<file path="src/rtl/serializer_pkg.sv">
// Shared types and defaults for the bit serializer.
package serializer_pkg;
  localparam int DEFAULT_WIDTH = 8;
  typedef enum logic {IDLE = 1'b0, SHIFT = 1'b1} state_t;
endpackage

</file>
<file path="src/rtl/bit_serializer_if.sv">
// Load/serial-stream bundle between a word producer and the serializer.
interface bit_serializer_if
  import serializer_pkg::*;
#(parameter int WIDTH = DEFAULT_WIDTH);
  logic             load_valid;
  logic [WIDTH-1:0] load_data;
  logic             load_ready;
  logic             advance;
  logic             out;
  logic             out_valid;
  logic             last;
  logic [7:0]       words_sent;

  modport master (output load_valid, load_data, advance,
                  input  load_ready, out, out_valid, last, words_sent);
  modport slave  (input  load_valid, load_data, advance,
                  output load_ready, out, out_valid, last, words_sent);
endinterface

</file>
<file path="src/rtl/bit_serializer.sv">
// Parallel-to-serial shifter: one bit per advance strobe, back-to-back reload
// when the last bit is consumed and a new word is waiting.
module bit_serializer
  import serializer_pkg::*;
#(
  parameter int WIDTH     = DEFAULT_WIDTH,
  parameter bit MSB_FIRST = 1'b1
) (
  input  logic clk,
  input  logic rst,
  bit_serializer_if.slave bus
);
  localparam int CW = $clog2(WIDTH);

  state_t           state, state_n;
  logic [WIDTH-1:0] shreg, shreg_n;
  logic [CW-1:0]    cnt, cnt_n;
  logic [7:0]       ws, ws_n;
  logic             done, accept;

  // done: final bit leaves on this edge
  assign done       = (state == SHIFT) && (cnt == '0) && bus.advance;
  assign bus.load_ready = !rst && ((state == IDLE) || done);
  assign accept     = bus.load_ready && bus.load_valid;

  assign bus.out_valid  = (state == SHIFT);
  assign bus.last       = (state == SHIFT) && (cnt == '0);
  assign bus.out        = (state == SHIFT) &&
                          (MSB_FIRST ? shreg[WIDTH-1] : shreg[0]);
  assign bus.words_sent = ws;

  always_ff @(posedge clk) begin
    if (rst) begin
      state <= IDLE;
      shreg <= '0;
      cnt   <= '0;
      ws    <= '0;
    end else begin
      state <= state_n;
      shreg <= shreg_n;
      cnt   <= cnt_n;
      ws    <= ws_n;
    end
  end

  always_comb begin
    state_n = state;
    shreg_n = shreg;
    cnt_n   = cnt;
    ws_n    = ws;
    if (state == SHIFT && bus.advance) begin
      shreg_n = MSB_FIRST ? (shreg << 1) : (shreg >> 1);
      if (cnt != '0) cnt_n = cnt - 1'b1;
      if (done) begin
        ws_n    = ws + 8'd1;
        state_n = IDLE;
      end
    end
    // a reload overrides the shift/idle decision above
    if (accept) begin
      shreg_n = bus.load_data;
      cnt_n   = CW'(WIDTH - 1);
      state_n = SHIFT;
    end
  end
endmodule

</file>
<file path="src/flat_wrapper.sv">
// flat-port wrapper written by rule: the top's interface ports become plain ports
module bit_serializer_flat import serializer_pkg::*;
#(
  parameter int WIDTH     = DEFAULT_WIDTH,
  parameter bit MSB_FIRST = 1'b1
)
  (clk, rst, bus_load_valid, bus_load_data, bus_advance, bus_load_ready, bus_out, bus_out_valid, bus_last, bus_words_sent);
  bit_serializer_if #(.WIDTH(WIDTH)) bus_i ();
  input  logic clk;
  input  logic rst;
  input wire logic [$bits(bus_i.load_valid)-1:0] bus_load_valid;
  input wire logic [$bits(bus_i.load_data)-1:0] bus_load_data;
  input wire logic [$bits(bus_i.advance)-1:0] bus_advance;
  output wire logic [$bits(bus_i.load_ready)-1:0] bus_load_ready;
  output wire logic [$bits(bus_i.out)-1:0] bus_out;
  output wire logic [$bits(bus_i.out_valid)-1:0] bus_out_valid;
  output wire logic [$bits(bus_i.last)-1:0] bus_last;
  output wire logic [$bits(bus_i.words_sent)-1:0] bus_words_sent;
  assign bus_i.load_valid = bus_load_valid;
  assign bus_i.load_data = bus_load_data;
  assign bus_i.advance = bus_advance;
  assign bus_load_ready = bus_i.load_ready;
  assign bus_out = bus_i.out;
  assign bus_out_valid = bus_i.out_valid;
  assign bus_last = bus_i.last;
  assign bus_words_sent = bus_i.words_sent;
  bit_serializer #(.WIDTH(WIDTH), .MSB_FIRST(MSB_FIRST)) u_core (.clk(clk), .rst(rst), .bus(bus_i));
endmodule
</file>
<file path="config.mk">
export PLATFORM = sky130hd
export DESIGN_NAME = bit_serializer_flat
export DESIGN_NICKNAME = d
export VERILOG_FILES = /design/src/rtl/serializer_pkg.sv /design/src/rtl/bit_serializer_if.sv /design/src/rtl/bit_serializer.sv /design/src/flat_wrapper.sv
export SDC_FILE = /design/constraint.sdc
export NUM_CORES = 1
export LEC_CHECK = 0
export ABC_AREA = 0
export BUFFER_PORTS_ARGS = -buffer_cell sky130_fd_sc_hd__buf_4
export CAP_MARGIN = 25
export CORE_MARGIN = 2
export CORE_UTILIZATION = 56
export CTS_CLUSTER_SIZE = 8
export DETAILED_ROUTE_END_ITERATION = 8
export PLACE_DENSITY = 0.94
export SYNTH_ARGS = -nofsm -noshare
export SYNTH_HDL_FRONTEND = slang
export SYNTH_SLANG_ARGS = --single-unit
</file>
<file path="constraint.sdc">
create_clock -name clk -period 2.56 [get_ports clk]
set_input_delay 0.384 -clock clk [delete_from_list [all_inputs] [get_ports clk]]
set_output_delay 0.384 -clock clk [all_outputs]
set_load 0.05 [all_outputs]
</file>
==> results of run 1 <==
cell families after synthesis:
kind of cell,count (synthesis),synth area share
buffers and inverters,15,0.0700
xor gates and xnor gates,1,0.00846
AOI/OAI and AO/OA,35,0.208
muxes,2,0.0205
and+or+nand+nor,50,0.271
adders and majority gates,3,0.0362
DFF,20,0.386
stage by stage:
stage	worst slack (ns)	hold slack, ns	cells	cell area, µm²	total power [µW]
6_report	0.284	0.372	169	1250	726
5_1_grt	0.0738	0.392	169	1250	754
2_1_floorplan	0.147	0.448	126	1040	433
3_3_place_gp	0.718	0.458	165	1190	462
4_1_cts	0.288	0.375	169	1250	726
3_5_place_dp	0.641	0.477	165	1190	467
flip-flops by register name (all words and copies together) (netlist names):
register / flops
u_core.bus.out_valid: 1
u_core.cnt: 3
u_core.shreg: 8
u_core.bus.words_sent: 8
synth_stat cells:
library cell,n
a21oi_1,17
a311oi_1,7
a31oi_1,2
and2_1,2
and4b_1,1
buf_2,1
buf_6,2
clkbuf_1,7
dfxtp_1,20
ha_1,3
inv_1,5
mux2_1,1
mux2i_1,1
nand2_1,11
nand2b_1,8
nand3_1,13
nand4b_2,1
nor2_1,4
nor2b_1,2
nor4_2,1
o211ai_1,1
o21ai_0,5
o21ai_2,1
o31ai_1,2
or3_1,5
or4_1,2
xnor2_1,1
metal layers:
metal  up-vias  GRT usage
li1        490          -
met1       468      0.255
met2        40      0.447
met3         8     0.0462
met4         0      0.106
met5         -          0
worst register-to-register path, delay by kind of cell (launching register included):
| kind | cells | cell delay (ns) |
|---|---|---|
| flip-flops | 1 | 0.35 |
| adder cells (fa/ha/maj) | 1 | 0.22 |
| AND/OR/NAND/NOR | 2 | 1.08 |
| buffers and inverters | 1 | 0.08 |
| AO/OA/AOI/OAI | 1 | 0.14 |
layout make-up:
class	instances	share of cell area
Multi-Input combinational cell	91	0.452
Sequential cell	20	0.321
Clock inverter	1	0.0241
Tap cell	25	0.0251
Timing Repair Buffer	24	0.145
Inverter	5	0.0151
Clock buffer	3	0.0181
worst paths after layout:
| kind | start | end | slack [ns] | cells past startpoint |
|---|---|---|---|---|
| worst max-delay path | u_core.cnt[0] | bus_load_ready | 0.28 | 5 |
| worst min-delay path | bus_load_data[0] | u_core.shreg[0] | 0.37 | 3 |
| worst max register to register | u_core.cnt[0] | u_core.bus.words_sent[5] | 0.64 | 5 |
| worst min register to register | u_core.shreg[0] | u_core.shreg[0] | 0.49 | 2 |
report_power, final:
| part | leakage (µW) | switching [µW] | internal, µW |
|---|---|---|---|
| sequential | 0.000164 | 11.2 | 329 |
| clock | 0.0000279 | 106 | 158 |
| combinational | 0.000292 | 75.0 | 46.4 |
| total | 0.000484 | 192 | 533 |
==> metrics, run 1 <==
run status=finished clean; FF/Latch Area=400 µm²; unrepaired setup endpoints after global routing=no; row count=15; DR iter-0 viols=26; area grow syn2layout=20.3%; final core occ=0.722; # hold bufs at CTS=0; WP data arrival=1.89 ns; area of the die=2210 µm²; wire per inst=13.7 µm; min-delay worst type=primary input to flip-flop; nature of the critical path endpoint=primary output; startpoint type of the worst setup path=flip-flop; Synth top area share=0.386; PD cells=582 nW/µm²; CP Cell Sequence=inv_1 > ha_1 > nand4b_2 > a21oi_1 > buf_4; worst path bufs/invs=2; Core Area=1730 µm²; CTS tree=built; Clock transition at path regs=0.12 ns; CP max-delay cell=nand4b_2; largest net degree at the start of global routing=26; fill count=144; CP Max Fanout=21; H-tree Lvls=1; Avg Synthesized Cell Area=8.22 µm²; Total Routing Usage GR=0.238; Vias/cell=5.95; post-synth top area cell=dfxtp_1; Synth warnings=0; total CTS buffers=3; fin. max-slew vios=0; register bit count reported by yosys=20; Clock Latency Late Sink=0.31 ns; worst ir drop on vdd=0.511 mV; PostCTS Resize Cnt=0; sequential-to-total area share from yosys stat=0.386; HPWL Detailed=1.63 mm; max frequency=439 MHz; initial core utilization=0.600; Fin Clk Skew=0.00663 ns; post-synth cell types=27; commonest cells after routing, fill and taps aside=24 x buf_4, 20 x dfxtp_1, 17 x a21oi_1; ant diodes=0; DR WL met2=1.22 mm; Die Wd=47.0 µm; worst endpoint required time=2.18 ns; Max-slew headroom=0.670; Routed Antenna Nets=0; Port Buf Inserts=23; Ports=24; slowest stage delay, CP=0.43 ns; via count=1,006; Leakage=0.000484 µW; Setup Crit Path Kind=flip-flop to primary output; initial antenna violation count=0; clock buffer depth=2; M1 wire length=913 µm; commonest non-fill, non-tap cell in the layout=buf_4; CTS root buffer=clkbuf_4; Max Cap Violations=0; DIE HEIGHT=47.0 µm; vias in the first global route=940; DR WL met3=142 µm; Clock Sinks=20; setup violators final=0; top sig layer=met4; Final Hold Vio Count=0; worst slew pin tran=0.493 ns; Area contributors post-synth=dfxtp_1 39%, a21oi_1 8.2%, nand3_1 6.3%; cell count after synthesis=126; DRC Markers=0; first-pass GRT wire length=3.82 mm; RD Place Congestion=0.768; synthesized area=1040 µm²; syn_nets=141; total grt overflow=0; fin crit period=2.28 ns; area of the multi-input gates=563 µm²; final setup TNS=0 ns; Period Utilization, post-route=0.889; fraction of layout instances using a drive strength above 1=0.215; router iterations before antenna repair=6; Layout Nets=160; final wirelength=2.32 mm; cell family with the largest share of critical-path delay=simple AND/OR/NAND/NOR gates; Post-CTS Setup Bufs=0
No activity file was read; power rests on OpenSTA's default activity.
==> inputs of run 2 (changes only) <==
- clock period: 2.56 -> 2.75 ns (I/O delays scaled with it)
==> run 2 against run 1 <==
Against the previous run:
- combinational power is 8% lower
- wire length decreased by 5.8%
- register-to-register slack better by 0.20 ns
- highest routed layer unchanged
- critical path type unchanged
- largest cell class unchanged
- clock-buffer cell count did not move
==> metrics, run 2 (synthesis gave the netlist of run 1 again) <==
run status=finished clean; area of the die=2210 µm² (unchanged); CP Cell Sequence=inv_1 > ha_1 > nand4b_2 > a21oi_1 > buf_4; PD cells=538 nW/µm² (-7.6%); cell area after layout=1250 µm² (unchanged); vias in the first global route=845 (-10%); CP max-delay cell=nand4b_2; worst path bufs/invs=2 (unchanged); nature of the critical path endpoint=primary output; router iterations before antenna repair=4 (-2); total CTS buffers=3 (unchanged); Routed Antenna Nets=0 (unchanged); area of the multi-input gates=563 µm² (unchanged); fraction of layout instances using a drive strength above 1=0.215 (unchanged); Max-slew headroom=0.670 (about the same); DIE HEIGHT=47.0 µm (unchanged); dpl cell area=1190 µm² (unchanged); Final Hold Vio Count=0 (unchanged); final core occ=0.722 (unchanged); Leakage=0.000484 µW (unchanged); top sig layer=met4; Core Area=1730 µm² (unchanged); Port Buf Inserts=23 (unchanged); Layout Nets=160 (unchanged); unrepaired setup endpoints after global routing=no; fill count=149 (+3.5%); fin crit period=2.29 ns; first-pass GRT wire length=3.60 mm (-5.6%); Cell Count, Final, Fillers Out=169 (unchanged); fin. max-slew vios=0 (unchanged); Total Routing Usage GR=0.228 (-0.00964); worst ir drop on vdd=0.367 mV (-28%); Fin Clk Skew=0.00859 ns (+0.00196 ns); final wirelength=2.18 mm (-5.8%); DR iter-0 viols=48 (+85%); largest net degree at the start of global routing=25 (-3.8%); initial core utilization=0.600 (unchanged); FF/Latch Area=400 µm² (unchanged); M1 wire length=922 µm (+0.99%); CTS tree=built; Clock transition at path regs=0.12 ns (about the same); # hold bufs at CTS=0 (unchanged); CTS root buffer=clkbuf_4; row count=15 (unchanged); worst endpoint required time=2.34 ns (+0.16 ns); H-tree Lvls=1 (unchanged); RD Place Congestion=0.808 (+5.2%); commonest non-fill, non-tap cell in the layout=buf_4; Setup Crit Path Kind=flip-flop to primary output; cell family with the largest share of critical-path delay=simple AND/OR/NAND/NOR gates; Vias/cell=5.87 (-1.4%); total grt overflow=0 (unchanged); Clock Sinks=20 (unchanged); worst slew pin tran=0.493 ns (+0.000417 ns); setup violators final=0 (unchanged); DR WL met2=1.10 mm (-9.7%); Max Cap Violations=0 (unchanged); PostCTS Resize Cnt=0 (unchanged); Period Utilization, post-route=0.833; WP data arrival=1.88 ns (about the same); HPWL Detailed=1.57 mm (-3.5%); commonest cells after routing, fill and taps aside=24 x buf_4, 20 x dfxtp_1, 17 x a21oi_1; startpoint type of the worst setup path=flip-flop; wire per inst=12.9 µm (-5.8%); area grow syn2layout=20.3% (unchanged); initial antenna violation count=0 (unchanged); Die Wd=47.0 µm (unchanged); final setup TNS=0 ns (unchanged); Ports=24 (unchanged); min-delay worst type=primary input to flip-flop; CP Max Fanout=21 (unchanged); ant diodes=0 (unchanged); slowest stage delay, CP=0.43 ns (about the same); Clock Latency Late Sink=0.30 ns (about the same); Placed Instances=165 (unchanged); via count=992 (-1.4%); clock buffer depth=2 (unchanged); Post-CTS Setup Bufs=0 (unchanged); max frequency=437 MHz; DRC Markers=0 (unchanged); DR WL met3=123 µm (-13%)
-- run 2: cell counts in the layout (fill, tap and decap cells not counted) --
No cell type changed its count.
-- run 2: per-layer routing --
metal / up-vias / GRT usage
met5: - / 0
met4: 0 / 0.100
met3: 4 / 0.0346
met2: 34 / 0.378
met1: 465 / 0.294
li1: 489 / -
-- run 2: path summary, 6_finish.rpt --
check | from | endpoint | slack, ns | cells past startpoint
hold / removal | bus_load_data[0] | u_core.shreg[0] | 0.39 | 3
setup / recovery | u_core.cnt[0] | bus_load_ready | 0.46 | 5
hold reg to reg | u_core.shreg[7] | u_core.shreg[7] | 0.49 | 2
setup reg to reg | u_core.cnt[0] | u_core.bus.words_sent[7] | 0.84 | 5
-- run 2: through the flow --
| step | hold slack [ns] | total power, µW | setup WS (ns) |
|---|---|---|---|
| after CTS | 0.386 | 675 | 0.476 |
| after detailed placement | 0.475 | 434 | 0.826 |
| final | 0.391 | 671 | 0.460 |
| after global routing | 0.404 | 701 | 0.282 |
| after floorplan | 0.448 | 403 | 0.309 |
| after global placement | 0.466 | 430 | 0.884 |
-- run 2: worst register-to-register path, stage by stage (launching register included) --
cell and delay [ns]:
dfxtp_1 0.33, inv_1 0.07, ha_1 0.21, nand4b_2 0.43
nor4_2 0.42, mux2_1 0.34
-- run 2: cell type report --
class                      count  area share
clock buffer                   3      0.0181
clock inverter                 1      0.0241
inverter                       5      0.0151
multi-input combinational     91       0.452
sequential                    20       0.321
tap                           25      0.0251
timing repair buffer          24       0.145
-- run 2: power breakdown --
part | total, µW | leakage [µW] | internal, µW | switching, µW
logic | 111 | 0.000292 | 43.2 | 67.8
registers | 317 | 0.000164 | 306 | 10.5
clock network | 243 | 0.0000279 | 147 | 95.6
total | 671 | 0.000484 | 497 | 174
==> inputs of run 3 (changes only) <==
- CORE_UTILIZATION: 56 -> 47
- PLACE_DENSITY: 0.94 -> 0.85
- clock period: 2.75 -> 1.9 ns (I/O delays scaled with it)
==> run 3 against run 2 <==
Against the previous run:
- register-to-register slack lost 0.66 ns
- sequential cell count is the same
- critical path depth is the same
- largest power group unchanged
- highest routed layer unchanged
==> metrics, run 3 (synthesis gave the netlist of run 1 again) <==
run status=finished clean; Clock Latency Late Sink=0.30 ns (about the same); worst endpoint required time=1.62 ns (-0.72 ns); Period Utilization, post-route=0.949; fin crit period=1.80 ns; unrepaired setup endpoints after global routing=no; Max Cap Violations=0 (unchanged); worst slew pin tran=0.489 ns (-0.00440 ns); Comb power frac=0.216 (+0.050); fin. max-slew vios=0 (unchanged); Cell Count, Final, Fillers Out=176 (+4.1%); largest net degree at the start of global routing=23 (-8.0%); DIE HEIGHT=51.0 µm (+8.4%); CTS tree=built; min-delay worst type=primary input to flip-flop; sequential fraction of design power=0.549 (+0.077); router iterations before antenna repair=4 (unchanged); Leakage=0.000507 µW (+4.7%); nature of the critical path endpoint=primary output; final worst slack=0.0966 ns (-0.364 ns); Clock transition at path regs=0.11 ns (about the same); Die Wd=51.0 µm (+8.4%); WP data arrival=1.52 ns (-0.36 ns); HPWL Detailed=1.68 mm (+7.3%); total CTS buffers=3 (unchanged); max frequency=555 MHz; startpoint type of the worst setup path=flip-flop; via count=1,023 (+3.1%); setup violators final=0 (unchanged); DR iter-0 viols=24 (-50%); worst ir drop on vdd=0.510 mV (+39%); initial core utilization=0.512 (-0.0876); CP Max Fanout=5 (-76%); total grt overflow=0 (unchanged); Routed Antenna Nets=0 (unchanged); Total Power=836 µW (+25%); fraction of layout instances using a drive strength above 1=0.268 (+0.0532); area grow syn2layout=23.8%; Total Routing Usage GR=0.203 (-0.0250); Layout Nets=166 (+3.8%); commonest non-fill, non-tap cell in the layout=buf_4; Clock Sinks=20 (unchanged); vias in the first global route=931 (+10%); DRC Markers=0 (unchanged); Sw Share=0.293 (+0.0335); initial antenna violation count=0 (unchanged); ant diodes=0 (unchanged); first-pass GRT wire length=4.02 mm (+12%); dpl ws=0.189 ns (-0.637 ns); Fin Clk Skew=0.00784 ns (-0.000757 ns); commonest cells after routing, fill and taps aside=30 x buf_4, 19 x dfxtp_1, 16 x a21oi_1; Placed Instances=169 (+2.4%); H-tree Lvls=1 (unchanged); Final Hold Vio Count=0 (unchanged); Core Area=2020 µm² (+17%); final wirelength=2.46 mm (+13%); final setup TNS=0 ns (unchanged); wire per inst=14.0 µm (+8.4%); RD Place Congestion=0.766 (-5.2%); row count=16 (+1); # hold bufs at CTS=0 (unchanged); Vias/cell=5.81 (-0.98%); Clock power frac=0.234 (-0.128); Setup Crit Path Kind=flip-flop to primary output; area of the die=2600 µm² (+17%); Max-slew headroom=0.674 (+0.00410); Ports=24 (unchanged); CTS root buffer=clkbuf_4; PD cells=652 nW/µm² (+21%); clock buffer depth=2 (unchanged); Psw=245 µW (+41%); final core occ=0.634 (-0.0875); Int Pwr=591 µW (+19%); Port Buf Inserts=23 (unchanged)
## run 3: cell types whose count changed in the layout (fill, tap and decap cells not counted), sizes merged
cell,change
buf,+6
bufinv,-1
## run 3: layer usage
| metal | share of wire | global-route usage | vias to the layer above | wire length (µm) |
|---|---|---|---|---|
| met1 | 0.41 | 0.233 | 490 | 1020 |
| li1 | - | - | 499 | - |
| met4 | 0.0069 | 0.0270 | 0 | 17 |
| met5 | 0 | 0 | - | 0 |
| met3 | 0.051 | 0.0556 | 2 | 125 |
| met2 | 0.53 | 0.381 | 32 | 1300 |
## run 3: cell type report
| type | instances | area [µm²] |
|---|---|---|
| Multi-Input combinational cell | 91 | 581 |
| Inverter | 5 | 18.8 |
| Clock buffer | 3 | 22.5 |
| Timing Repair Buffer | 30 | 225 |
| Sequential cell | 20 | 402 |
| Fill cell | 174 | 739 |
| Tap cell | 27 | 33.8 |
## run 3: worst paths after layout
kind,slack (ns),depth (start not counted),from,to
hold reg to reg,0.48,2,u_core.shreg[0],u_core.shreg[0]
setup reg to reg,0.18,6,u_core.cnt[0],u_core.bus.words_sent[6]
hold / removal,0.27,3,bus_load_data[0],u_core.shreg[0]
setup / recovery,0.1,5,u_core.cnt[0],bus_last
## run 3: timing repair
| item | CTS | global route |
|---|---|---|
| buffers inserted | 0 | 4 |
| pin swaps | 0 | 1 |
| endpoints found under the setup margin | 1 | 2 |
| endpoints found under the hold margin | 0 | 0 |
| gates resized for setup | 2 | 1 |
## run 3: power by group through the flow
stage | clock (µW) | combinational (µW) | sequential, µW
final | 196 | 181 | 459
after global placement | 0 | 162 | 466
after detailed placement | 0 | 169 | 468
after floorplan | 0 | 110 | 475
after global routing | 218 | 198 | 462
after CTS | 206 | 174 | 459
## run 3: critical path, cell delays in order, from the launching register on
cell and delay (ns):
dfxtp_1 0.34, inv_1 0.09, ha_2 0.23, nor2b_2 0.22
and2_1 0.15, buf_4 0.19
## run 3: through the flow
| step | hold WS (ns) | cell area [µm²] |
|---|---|---|
| final | 0.271 | 1280 |
| after global routing | 0.299 | 1280 |
| after CTS | 0.265 | 1250 |
| after detailed placement | 0.459 | 1220 |
| after global placement | 0.459 | 1220 |
| after floorplan | 0.448 | 1040 |
